[src/rtl/prog_loader.sv]
// rtl/prog_loader.sv - host word-stream loader for instruction/data memory with core reset control
module prog_loader #(
  parameter int XLEN       = 32,
  parameter int IMEM_DEPTH = 256,
  parameter int DMEM_DEPTH = 256,
  parameter int IA_W       = $clog2(IMEM_DEPTH),
  parameter int DA_W       = $clog2(DMEM_DEPTH)
) (
  input  logic            clk,
  input  logic            rst,
  input  logic            in_valid,
  output logic            in_ready,
  input  logic [XLEN-1:0] in_data,
  output logic            imem_we,
  output logic [IA_W-1:0] imem_addr,
  output logic [XLEN-1:0] imem_wdata,
  output logic            dmem_we,
  output logic [DA_W-1:0] dmem_addr,
  output logic [XLEN-1:0] dmem_wdata,
  output logic            core_rst,
  output logic            running,
  output logic            err
);

  typedef enum logic [1:0] {
    IDLE = 2'd0,
    WR_I = 2'd1,
    WR_D = 2'd2,
    RUN  = 2'd3
  } state_t;

  localparam logic [1:0] OP_WR_IMEM = 2'b00;
  localparam logic [1:0] OP_WR_DMEM = 2'b01;
  localparam logic [1:0] OP_START   = 2'b10;
  localparam logic [1:0] OP_HALT    = 2'b11;

  // Depth limits widened by one bit so a 32768-word memory still compares correctly.
  localparam logic [16:0] IMEM_LIM = 17'(IMEM_DEPTH);
  localparam logic [16:0] DMEM_LIM = 17'(DMEM_DEPTH);

  state_t            state_q, state_d;
  // Running word address; 16 bits so base+count never wraps (max 32767+32767).
  logic [15:0]       addr_q, addr_d;
  logic [14:0]       rem_q, rem_d;
  logic              err_q, err_d;
  logic              ready_q;
  logic              imem_we_q, imem_we_d;
  logic [IA_W-1:0]   imem_addr_q, imem_addr_d;
  logic [XLEN-1:0]   imem_wdata_q, imem_wdata_d;
  logic              dmem_we_q, dmem_we_d;
  logic [DA_W-1:0]   dmem_addr_q, dmem_addr_d;
  logic [XLEN-1:0]   dmem_wdata_q, dmem_wdata_d;

  logic              beat;
  logic [1:0]        hdr_op;
  logic [14:0]       hdr_base;
  logic [14:0]       hdr_cnt;
  logic              imem_in_range;
  logic              dmem_in_range;

  // Header fields come from the low 32 bits only; wider builds ignore the rest.
  assign beat     = in_valid && ready_q;
  assign hdr_op   = in_data[31:30];
  assign hdr_base = in_data[29:15];
  assign hdr_cnt  = in_data[14:0];

  assign imem_in_range = ({1'b0, addr_q} < IMEM_LIM);
  assign dmem_in_range = ({1'b0, addr_q} < DMEM_LIM);

  // Next-state, address/count bookkeeping and write-port staging for the next cycle.
  always_comb begin
    state_d      = state_q;
    addr_d       = addr_q;
    rem_d        = rem_q;
    err_d        = err_q;
    imem_we_d    = 1'b0;
    imem_addr_d  = imem_addr_q;
    imem_wdata_d = imem_wdata_q;
    dmem_we_d    = 1'b0;
    dmem_addr_d  = dmem_addr_q;
    dmem_wdata_d = dmem_wdata_q;

    if (beat) begin
      case (state_q)
        IDLE: begin
          case (hdr_op)
            OP_WR_IMEM: begin
              if (hdr_cnt != 15'd0) begin
                state_d = WR_I;
                addr_d  = {1'b0, hdr_base};
                rem_d   = hdr_cnt;
              end
            end
            OP_WR_DMEM: begin
              if (hdr_cnt != 15'd0) begin
                state_d = WR_D;
                addr_d  = {1'b0, hdr_base};
                rem_d   = hdr_cnt;
              end
            end
            OP_START: state_d = RUN;
            default:  state_d = IDLE;
          endcase
        end

        WR_I: begin
          if (imem_in_range) begin
            imem_we_d    = 1'b1;
            imem_addr_d  = addr_q[IA_W-1:0];
            imem_wdata_d = in_data;
          end else begin
            err_d = 1'b1;
          end
          addr_d = addr_q + 16'd1;
          rem_d  = rem_q - 15'd1;
          if (rem_q == 15'd1) state_d = IDLE;
        end

        WR_D: begin
          if (dmem_in_range) begin
            dmem_we_d    = 1'b1;
            dmem_addr_d  = addr_q[DA_W-1:0];
            dmem_wdata_d = in_data;
          end else begin
            err_d = 1'b1;
          end
          addr_d = addr_q + 16'd1;
          rem_d  = rem_q - 15'd1;
          if (rem_q == 15'd1) state_d = IDLE;
        end

        RUN: begin
          // Loads while the core runs are refused; no payload follows them.
          case (hdr_op)
            OP_HALT:    state_d = IDLE;
            OP_WR_IMEM: err_d   = 1'b1;
            OP_WR_DMEM: err_d   = 1'b1;
            default:    state_d = RUN;
          endcase
        end

        default: state_d = IDLE;
      endcase
    end
  end

  // State and output registers; reset aborts any transfer in progress.
  always_ff @(posedge clk or posedge rst) begin
    if (rst) begin
      state_q      <= IDLE;
      addr_q       <= '0;
      rem_q        <= '0;
      err_q        <= 1'b0;
      ready_q      <= 1'b0;
      imem_we_q    <= 1'b0;
      imem_addr_q  <= '0;
      imem_wdata_q <= '0;
      dmem_we_q    <= 1'b0;
      dmem_addr_q  <= '0;
      dmem_wdata_q <= '0;
    end else begin
      state_q      <= state_d;
      addr_q       <= addr_d;
      rem_q        <= rem_d;
      err_q        <= err_d;
      ready_q      <= 1'b1;
      imem_we_q    <= imem_we_d;
      imem_addr_q  <= imem_addr_d;
      imem_wdata_q <= imem_wdata_d;
      dmem_we_q    <= dmem_we_d;
      dmem_addr_q  <= dmem_addr_d;
      dmem_wdata_q <= dmem_wdata_d;
    end
  end

  assign in_ready   = ready_q;
  assign imem_we    = imem_we_q;
  assign imem_addr  = imem_addr_q;
  assign imem_wdata = imem_wdata_q;
  assign dmem_we    = dmem_we_q;
  assign dmem_addr  = dmem_addr_q;
  assign dmem_wdata = dmem_wdata_q;
  assign core_rst   = (state_q != RUN);
  assign running    = (state_q == RUN);
  assign err        = err_q;

endmodule
[config.mk]
export PLATFORM = sky130hd
export DESIGN_NAME = prog_loader
export DESIGN_NICKNAME = d
export VERILOG_FILES = /design/src/rtl/prog_loader.sv
export SDC_FILE = /design/constraint.sdc
export NUM_CORES = 1
export LEC_CHECK = 0
export CAP_MARGIN = 15
export CORE_MARGIN = 2
export CORE_UTILIZATION = 40
export DETAILED_ROUTE_END_ITERATION = 10
export PLACE_DENSITY = 0.68
export SLEW_MARGIN = 20
export SYNTH_ARGS = -nofsm -noshare
export SYNTH_HDL_FRONTEND = slang
export SYNTH_SLANG_ARGS = --single-unit
[constraint.sdc]
create_clock -name clk -period 4.2 [get_ports clk]
set_clock_uncertainty 0.05 [all_clocks]
set_input_delay 1.05 -clock clk [delete_from_list [all_inputs] [get_ports clk]]
set_output_delay 1.05 -clock clk [all_outputs]
set_load 0.03 [all_outputs]
**Yosys cells after proc, flatten, opt, wreduce, memory -nomap -nowiden**

Cells that the tools add are included.

- Logic and storage cells: 63
- Input bits: 35
- Flip-flop bits (word level): 117
- Output and inout bits: 86

- Reductions and logical operators: 13
- Add/sub/neg operators: 2
- Equal/unequal tests: 16
- Order comparisons: 1
- Mux-type cells: 20

Operators with widths:

| kind | number |
|---|---|
| $mux 16 | 2 |
| $pmux 16 s2 | 1 |
| $mux 15 | 2 |
| $pmux 15 s2 | 1 |
| $add 16x1->16 const B | 1 |
| $lt 16x9->1 const B | 1 |
| $eq 15x1->1 const B | 1 |
| $reduce_bool 15->1 | 1 |
| $sub 15x1->15 const B | 1 |
| $ne 2x2->1 const B | 6 |
| $pmux 2 s3 | 2 |
| $eq 2x2->1 const B | 4 |
| $reduce_and 4->1 | 2 |
| $mux 1 | 7 |
| $mux 2 | 3 |
| $ne 3x3->1 const B | 2 |
| $reduce_and 3->1 | 2 |
| $reduce_and 5->1 | 1 |
| $eq 2x1->1 const B | 2 |
| $logic_not 2->1 | 2 |
| $pmux 2 s2 | 1 |
| $reduce_bool 2->1 | 2 |
| $reduce_or 2->1 | 2 |
| $ne 2x1->1 const B | 1 |
| other kinds (2) | 2 |

**Longest topological paths before layout**

Gate-level depths: netlist (run 1).

- Depth after elaboration: 4
- Depth in mapped cells: 8
- Mapped depth without buffers: 6

**Worst setup path after synthesis (run 1)**

No wires, ideal clock.

- Path type: input-to-reg
- Start: input in_data[0]
- End: register addr_q[6]
- Data required time: 4.063 ns
- Slack: 1.458 ns
- Data arrival time: 2.606 ns
- Setup time: 0.087 ns
- Buffers on the path: 0
- Cell stages on the path: 4
- Path through: or4_1 > or4_4 > a41o_1 > a211oi_2

- Word-level cells in the longest chain between the ends: 3

Ends and longest elaborated chain:

| what | RTL line | text |
|---|---|---|
| start: declaration | 13 | `input logic [XLEN-1:0] in_data,` |
| $reduce_bool 15->1 | 88, 95 |  |
| $ne 2x2->1 (no source line) | n/a |  |
| $reduce_and 4->1 (no source line) | n/a |  |
| end signal: assignment | 163 | `addr_q <= addr_d;` |
| end: declaration | 43 | `logic [15:0] addr_q, addr_d;` |

No other way between the ends.
A chain may end at the register's enable or synchronous reset.

**Worst setup path in the final report (run 1)**

- Start: input in_data[30]
- End: register addr_q[4]

- Word-level cells in the longest chain between the ends: 4
- Elaborated cells between the ends (all ways): 5
- Those cells by class: eq/ne (2); reduce/logical (3)

Ends and longest elaborated chain:

| what | RTL line | text |
|---|---|---|
| $eq 2x1->1 / $logic_not 2->1 (equally long branches) | 86 | `case (hdr_op)` |
| $reduce_or 2->1 (no source line) * | n/a |  |
| $ne 2x2->1 (no source line) * | n/a |  |
| $reduce_and 4->1 (no source line) * | n/a |  |

Every way passes the cells marked *; elsewhere a longest branch is shown, timed or not.

==> summary.md, run 1 <==
| Metric | Value |
|---|---|
| Crit path kind | in -> reg |
| Pint | 2.72 mW |
| Top routing layer in use | met4 |
| Final core occ | 55.2% |
| Crit path launch type | input port |
| Io pins | roughly 120 |
| Met1 Wirelength | 6.18 mm |
| Synth Flop Type | dfrtp_1 |
| Status | finished clean |
| Antenna diodes | 0 |
| Synth Area in XOR/XNOR | 0% |
| Gate power share | 29.3% |
| R2R Setup Slk | 1.42 ns |
| Met3 WL | 970 µm |
| Via count | 4458 |
| PwrDens | 559 mW/mm² |
| Post-Synth Adder-Cell Area | under 10% |
| Area Overhead vs Synth | 36.2% |
| Clock sinks | 117 |
| Vias in the first global route | 4363 |
| DRC Markers | 0 |
| Worst path cell trace | clkdlybuf4s50_1 -> inv_1 -> ha_1 -> nor2_1 -> a211o_1 -> nor2_1 -> buf_4 -> a21oi_1 |
| Register bit total from synthesis | 117 |
| Initial drt markers | 282 |
| H-tree depth | 4 |
| Tot GR Track Use | 19.9% |
| CTS Hold Buffers Added | 0 |
| Hold Slack | 0.410 ns |
| Chip width | around 120 µm |
| Hold Crit Class | reg -> reg |
| Layout cells sized above 1 | 19.7% |
| Crit-path max FO | 14 |
| Sequential element share of the synthesized area | between 50% and 60% |
| Setup Total Neg Slack | 0 ns |
| Netlist Area Pre-Place | 0.00556 mm² |
| CP required | 4.44 ns |
| Share of Yosys cell area claimed by the top area cell type | 52.7% |
| CTS Buf Count | 17 |
| Post-synth top cells | dfrtp_1 (117), mux2_2 (65), a21oi_1 (29) |
| Period minus WS final | about 3.5 ns |
| Critical path's largest stage delay | 0.87 ns |
| Die H | 122 µm |
| Async set-or-reset flop fraction in the synthesized netlist | 100% |
| Synth area leader | dfrtp_1 |
| Routed wl met2 | about 7 mm |
| Core area | 0.0137 mm² |
| Cell mode on critical path | nor2_1 |
| Initial antenna violation count | 0 |
| Filler Cell Count | 1187 |
| Fin. max-slew vios | 0 |
| Vias per cell | 5.65 |
| Final Hold Viols | 0 |
| Die Footprint | 0.0149 mm² |
| Distinct cells, synth | 56 |
| Most frequent cell after synthesis | dfrtp_1 |
| # rows | 43 |
| Mux contribution to synthesized area | between 10% and 20% |
| Slew headroom | 27.5% |
| Nets | ~640 |
| Initial Utilization | 40.5% |
| Cts repair resizes | 0 |
| Total wire length | 14.2 mm |
| CP arrival | 3.71 ns |
| Setup violators final | 0 |
| Sequential power share | 36.5% |
| CTS tree | built |
| Dpl hpwl | 9.72 mm |
| Top cells by area, synth | dfrtp_1 (53%), mux2_2 (13%), mux2_1 (3.4%), ha_1 (2.7%), a21oi_1 (2.6%) |
| Clock-pin slew on the worst setup and hold paths | 0.05 ns |
| Synth Warn # | 0 |
| Worst-margin pin slew | about 1.1 ns |
| Static leakage | about 3.4 nW |
| Max Cap Viol | 0 |
| Share of the synthesized area in compound gates (AO/OA/AOI/OAI) | ~14% |
| Post-CTS Setup Repair Bufs | 0 |
| IO Port Bufs | 120 |
| F_max | 0.288 GHz |
| Peak supply drop | a little over 0.0004 V |
| First-pass GRT wire length | 22.8 mm |
| WL per Instance | 18.0 µm |
| Slowest cell on the critical path | nor2_1 |
| NetSw | ~1.5 mW |
| Routability-driven placement congestion ratio | around 0.82 |
| Number of flops mapped to enable cells by yosys | 0 |
| DRT Pass-1 Iters | 5 |
| Unrepaired setup endpoints after global routing | false |
| Clock share of power | approximately a third |
| GRT overflow | 0 |
| Pwr Total | between 4 and 5 mW |
| Largest net degree at the start of global routing | between 70 and 80 |
| Switching Share | 35.8% |
| CTS Buffer Depth | 2 |
| Largest family of logic cells by synthesized area | multiplexers |
| Syn Area/Cell | roughly 12 µm² |
| Final ANT Viol Nets | 0 |
| Root buf cell | clkbuf_16 |
| Simple-gate share of the synthesized area | 10.0% |
| CP Capture Type | flip-flop |
| Syn nets | 526 |
| Tcrit/Tclk final | 82.7% |
| Cells after Synth | 479 |
| Worst-Skew Late Latency | 0.42 ns |
[state kept, by name, summed over array words and instances, names as in the netlist]
signal and cells:
dmem_wdata 32, imem_wdata 32, addr_q 16, rem_q 15
dmem_addr 8, imem_addr 8, state_q 2, dmem_we 1
err 1, imem_we 1, in_ready 1
[worst paths after layout]
kind / cells after the start / startpoint / end
setup / recovery: 8 / in_data[30] / addr_q[4]
hold / removal: 1 / err / err
setup reg to reg: 7 / state_q[0] / addr_q[4]
hold reg to reg: 1 / err / err
max in group asynchronous: 3 / rst / dmem_wdata[23]
min in group asynchronous: 2 / rst / imem_addr[4]
[layer usage]
metal / GRT usage (%) / vias to the layer above
met3: 6.32 / 29
met2: 30.8 / 170
li1: - / 2037
met5: 0 / -
met4: 7.26 / 0
met1: 26.3 / 2222
[layout make-up]
| cell class | count | area [µm²] | share of cell area (%) |
|---|---|---|---|
| inverter | 19 | 75.1 | 0.992 |
| timing repair buffer | 132 | 1300 | 17.2 |
| clock inverter | 8 | 97.6 | 1.29 |
| clock buffer | 23 | 498 | 6.58 |
| sequential | 117 | 2930 | 38.7 |
| multi-input combinational | 310 | 2440 | 32.3 |
| tap | 180 | 225 | 2.98 |
[cells by family after synthesis]
group,count (synthesis)
adder cells (fa/ha/maj),12
AO/OA/AOI/OAI,117
flip-flops,117
AND/OR/NAND/NOR,97
other,1
buffers and inverters,52
multiplexers,83
[power by group through the flow]
stage	Clock [mW]	Sequential, mW	Combinational [mW]
3_5_place_dp	0	1.56	1.22
4_1_cts	1.47	1.54	1.23
2_1_floorplan	0	1.46	0.954
3_3_place_gp	0	1.54	1.19
5_1_grt	1.53	1.58	1.38
6_report	1.45	1.54	1.24
[placed cells by master (no fill, tap or decap), types with 3 or more instances in the layout]
cell / netlist / routed
clkdlybuf4s50_1: 0 / 120
dfrtp_1: 117 / 117
mux2_2: 65 / 65
a21oi_1: 29 / 29
a31oi_1: 22 / 22
inv_1: 19 / 18
nor2_1: 17 / 17
nand2_1: 17 / 17
mux2_1: 17 / 17
clkbuf_16: 0 / 17
nand3_1: 15 / 13
o21ai_0: 13 / 13
ha_1: 12 / 11
buf_4: 0 / 11
o31ai_1: 10 / 10
or4_1: 9 / 9
o22ai_1: 9 / 9
nand4_1: 9 / 9
nor4_1: 5 / 5
o41ai_1: 5 / 5
clkbuf_8: 0 / 5
nor3_1: 4 / 4
a21o_1: 4 / 4
clkinvlp_4: 0 / 4
a41o_1: 3 / 3
and4_1: 3 / 3
or3_1: 3 / 3
clkinv_2: 0 / 3
[per-stage QoR]
stage | setup WS [ns] | cells | cell area [µm²]
4_1_cts | 0.713 | 789 | 7570
5_1_grt | 0.570 | 789 | 7570
3_5_place_dp | 0.293 | 758 | 6970
6_report | 0.725 | 789 | 7570
2_1_floorplan | 1.46 | 479 | 5560
3_3_place_gp | 0.416 | 758 | 6970
[critical path, delay by kind of cell]
kind / cells / cell delay, ns
AO/OA/AOI/OAI: 2 / 0.50
adder cells (fa/ha/maj): 1 / 0.18
buffers and inverters: 3 / 1.01
AND/OR/NAND/NOR: 2 / 0.97
Note: power is estimated with default switching activity, not from simulation.
==> run 2: changes to the inputs <==
Clock period 4.2 ns to 3.04 ns, I/O delays scaled along.
==> run 2 against run 1 <==
Critical path depth down 5. Cell count up 3.0%. Combinational power up 43%. Design area up 2.0%. Die area unchanged. Global-route usage up 0.35 points. Clock power up 31%. Critical endpoint is now core_rst.
==> summary.md, run 2 (synthesis gave the netlist of run 1 again) <==
| Metric | Value |
|---|---|
| Total wire length | 14.2 mm (+0.13%) |
| Area Overhead vs Synth | 38.9% |
| Cell family with most CP delay | buffers and inverters |
| NetSw | 2.08 mW (+37%) |
| Period minus WS final | between 2 and 3 ns |
| Crit path launch type | flip-flop |
| # rows | 43 (unchanged) |
| Peak supply drop | 0.000568 V (+38%) |
| Tot GR Track Use | 20.2% (+0.35 points) |
| CTS Buffer Depth | 2 (unchanged) |
| Vias in the first global route | 4521 (+3.6%) |
| Largest net degree at the start of global routing | 118 (+64%) |
| IO Port Bufs | 120 (unchanged) |
| Slowest cell on the critical path | clkdlybuf4s50_1 |
| Worst path cell trace | ha_1 -> inv_1 -> clkdlybuf4s50_1 |
| Initial antenna violation count | 0 (unchanged) |
| Dpl hpwl | 9.63 mm (-0.94%) |
| Crit-path max FO | 4 (-10) |
| Status | finished clean |
| CTS Hold Buffers Added | 0 (unchanged) |
| PwrDens | 749 mW/mm² (+34%) |
| Worst-Skew Late Latency | 0.41 ns (about the same) |
| Fin. max-slew vios | 0 (unchanged) |
| Clock-pin slew on the worst setup and hold paths | 0.05 ns (about the same) |
| H-tree depth | 4 (unchanged) |
| Final ANT Viol Nets | 0 (unchanged) |
| Pint | 3.71 mW (+37%) |
| Initial drt markers | 410 (+45%) |
| Initial Utilization | 40.5% (unchanged) |
| Via count | 4519 (+1.4%) |
| DRT Pass-1 Iters | 5 (unchanged) |
| Static leakage | 3.51 nW (+3.0%) |
| Hold Crit Class | reg -> reg |
| CP Capture Type | primary output |
| Nets | 667 (+3.6%) |
| Clock sinks | 117 (unchanged) |
| First-pass GRT wire length | 23.3 mm (+2.5%) |
| Critical path's largest stage delay | 0.71 ns (-0.16 ns) |
| Antenna diodes | 0 (unchanged) |
| CP required | 2.23 ns (-2.21 ns) |
| Core area | 0.0137 mm² (unchanged) |
| Clock share of power | 32.9% (-1.3 points) |
| Hold Slack | 0.408 ns (-0.00229 ns) |
| CTS Buf Count | 17 (unchanged) |
| Setup violators final | 0 (unchanged) |
| Final Hold Viols | 0 (unchanged) |
| Chip width | 122 µm (unchanged) |
| DRC Markers | 0 (unchanged) |
| GRT overflow | 0 (unchanged) |
| Pwr Total | 5.79 mW (+37%) |
| Tcrit/Tclk final | 90.8% |
| Leading cell type in the layout, fill and taps excluded | clkdlybuf4s50_1 |
| Die Footprint | 0.0149 mm² (unchanged) |
| Cts repair resizes | 0 (unchanged) |
| Layout cells sized above 1 | 22.3% (+2.6 points) |
| Commonest non-fill, non-tap cells in the layout | clkdlybuf4s50_1 (120), dfrtp_1 (117), mux2_2 (65) |
| CP arrival | 1.95 ns (-1.76 ns) |
| Vias per cell | 5.56 (-1.6%) |
| Routability-driven placement congestion ratio | 0.912 (+11%) |
| Sequential power share | 36.6% (about the same) |
| Gate power share | 30.5% (+1.2 points) |
| Max Cap Viol | 0 (unchanged) |
| CTS tree | built |
| WL per Instance | 17.5 µm (-2.8%) |
| Worst-margin pin slew | 0.716 ns (-0.368 ns) |
| F_max | 0.362 GHz |
| CP bufs+invs | 2 (-1) |
| Die H | 122 µm (unchanged) |
| Crit path kind | reg -> out |
| Root buf cell | clkbuf_16 |
| Post-CTS Setup Repair Bufs | 0 (unchanged) |
| Switching Share | 35.9% (+0.12 points) |
| Unrepaired setup endpoints after global routing | false |
| Slew headroom | 52.2% (+25 points) |
| Io pins | 121 (unchanged) |
==> run 2: cell types whose count changed in the layout (fill, tap and decap cells not counted) <==
cell / before / now
clkinv_2: 3 / 6
clkinvlp_4: 4 / 2
buf_4: 11 / 33
clkbuf_8: 5 / 1
clkinv_4: 0 / 1
buf_12: 1 / 2
clkbuf_1: 1 / 4
==> run 2: routing by layer <==
metal / share of wire, % / GRT usage, %
met1: 46 / 28.3
met2: 46 / 30.6
met3: 6.1 / 5.20
met4: 1.6 / 7.26
met5: 0 / 0
==> run 2: per-stage QoR <==
step                      area (µm²)  setup WS, ns  cells  utilization [%]  setup TNS (ns)
after global placement          7160        0.0460    781             52.2               0
after CTS                       7720         0.262    813             56.3               0
after detailed placement        7160       -0.0250    781             52.2         -0.0284
final                           7720         0.280    813             56.3               0
after floorplan                 5560         0.588    479                -               0
after global routing            7720         0.213    813             56.3               0
==> run 2: worst paths after layout <==
| kind | from | to | slack, ns | cells past startpoint |
|---|---|---|---|---|
| worst min-delay path | err | err | 0.41 | 1 |
| min in group asynchronous | rst | dmem_wdata[19] | 0.76 | 3 |
| worst min register to register | err | err | 0.41 | 1 |
| worst max-delay path | state_q[0] | core_rst | 0.28 | 3 |
| max in group asynchronous | rst | dmem_wdata[10] | 1.57 | 3 |
| worst max register to register | state_q[0] | rem_q[14] | 0.52 | 6 |
==> run 2: power by group through the flow <==
stage          clock (mW)  combinational (mW)  sequential, mW
6_report             1.90                1.77            2.12
3_3_place_gp            0                1.69            2.12
5_1_grt              2.02                1.97            2.16
4_1_cts              1.94                1.75            2.11
2_1_floorplan           0                1.32            2.02
3_5_place_dp            0                1.74            2.13
==> run 2: final cells by class <==
type	instances	area (µm²)
repair buffers	155	1490
clock buffers	22	454
flip-flops and latches	117	2930
inverters	19	75.1
well taps	180	225
multi-input cells	310	2440
fillers	1165	6000
clock inverters	10	106
==> run 3: changes to the inputs <==
Settings changed: CAP_MARGIN 15 to default.
==> results of run 3 <==
Same layout as run 2: the final DEF is identical, and so are final timing and power.
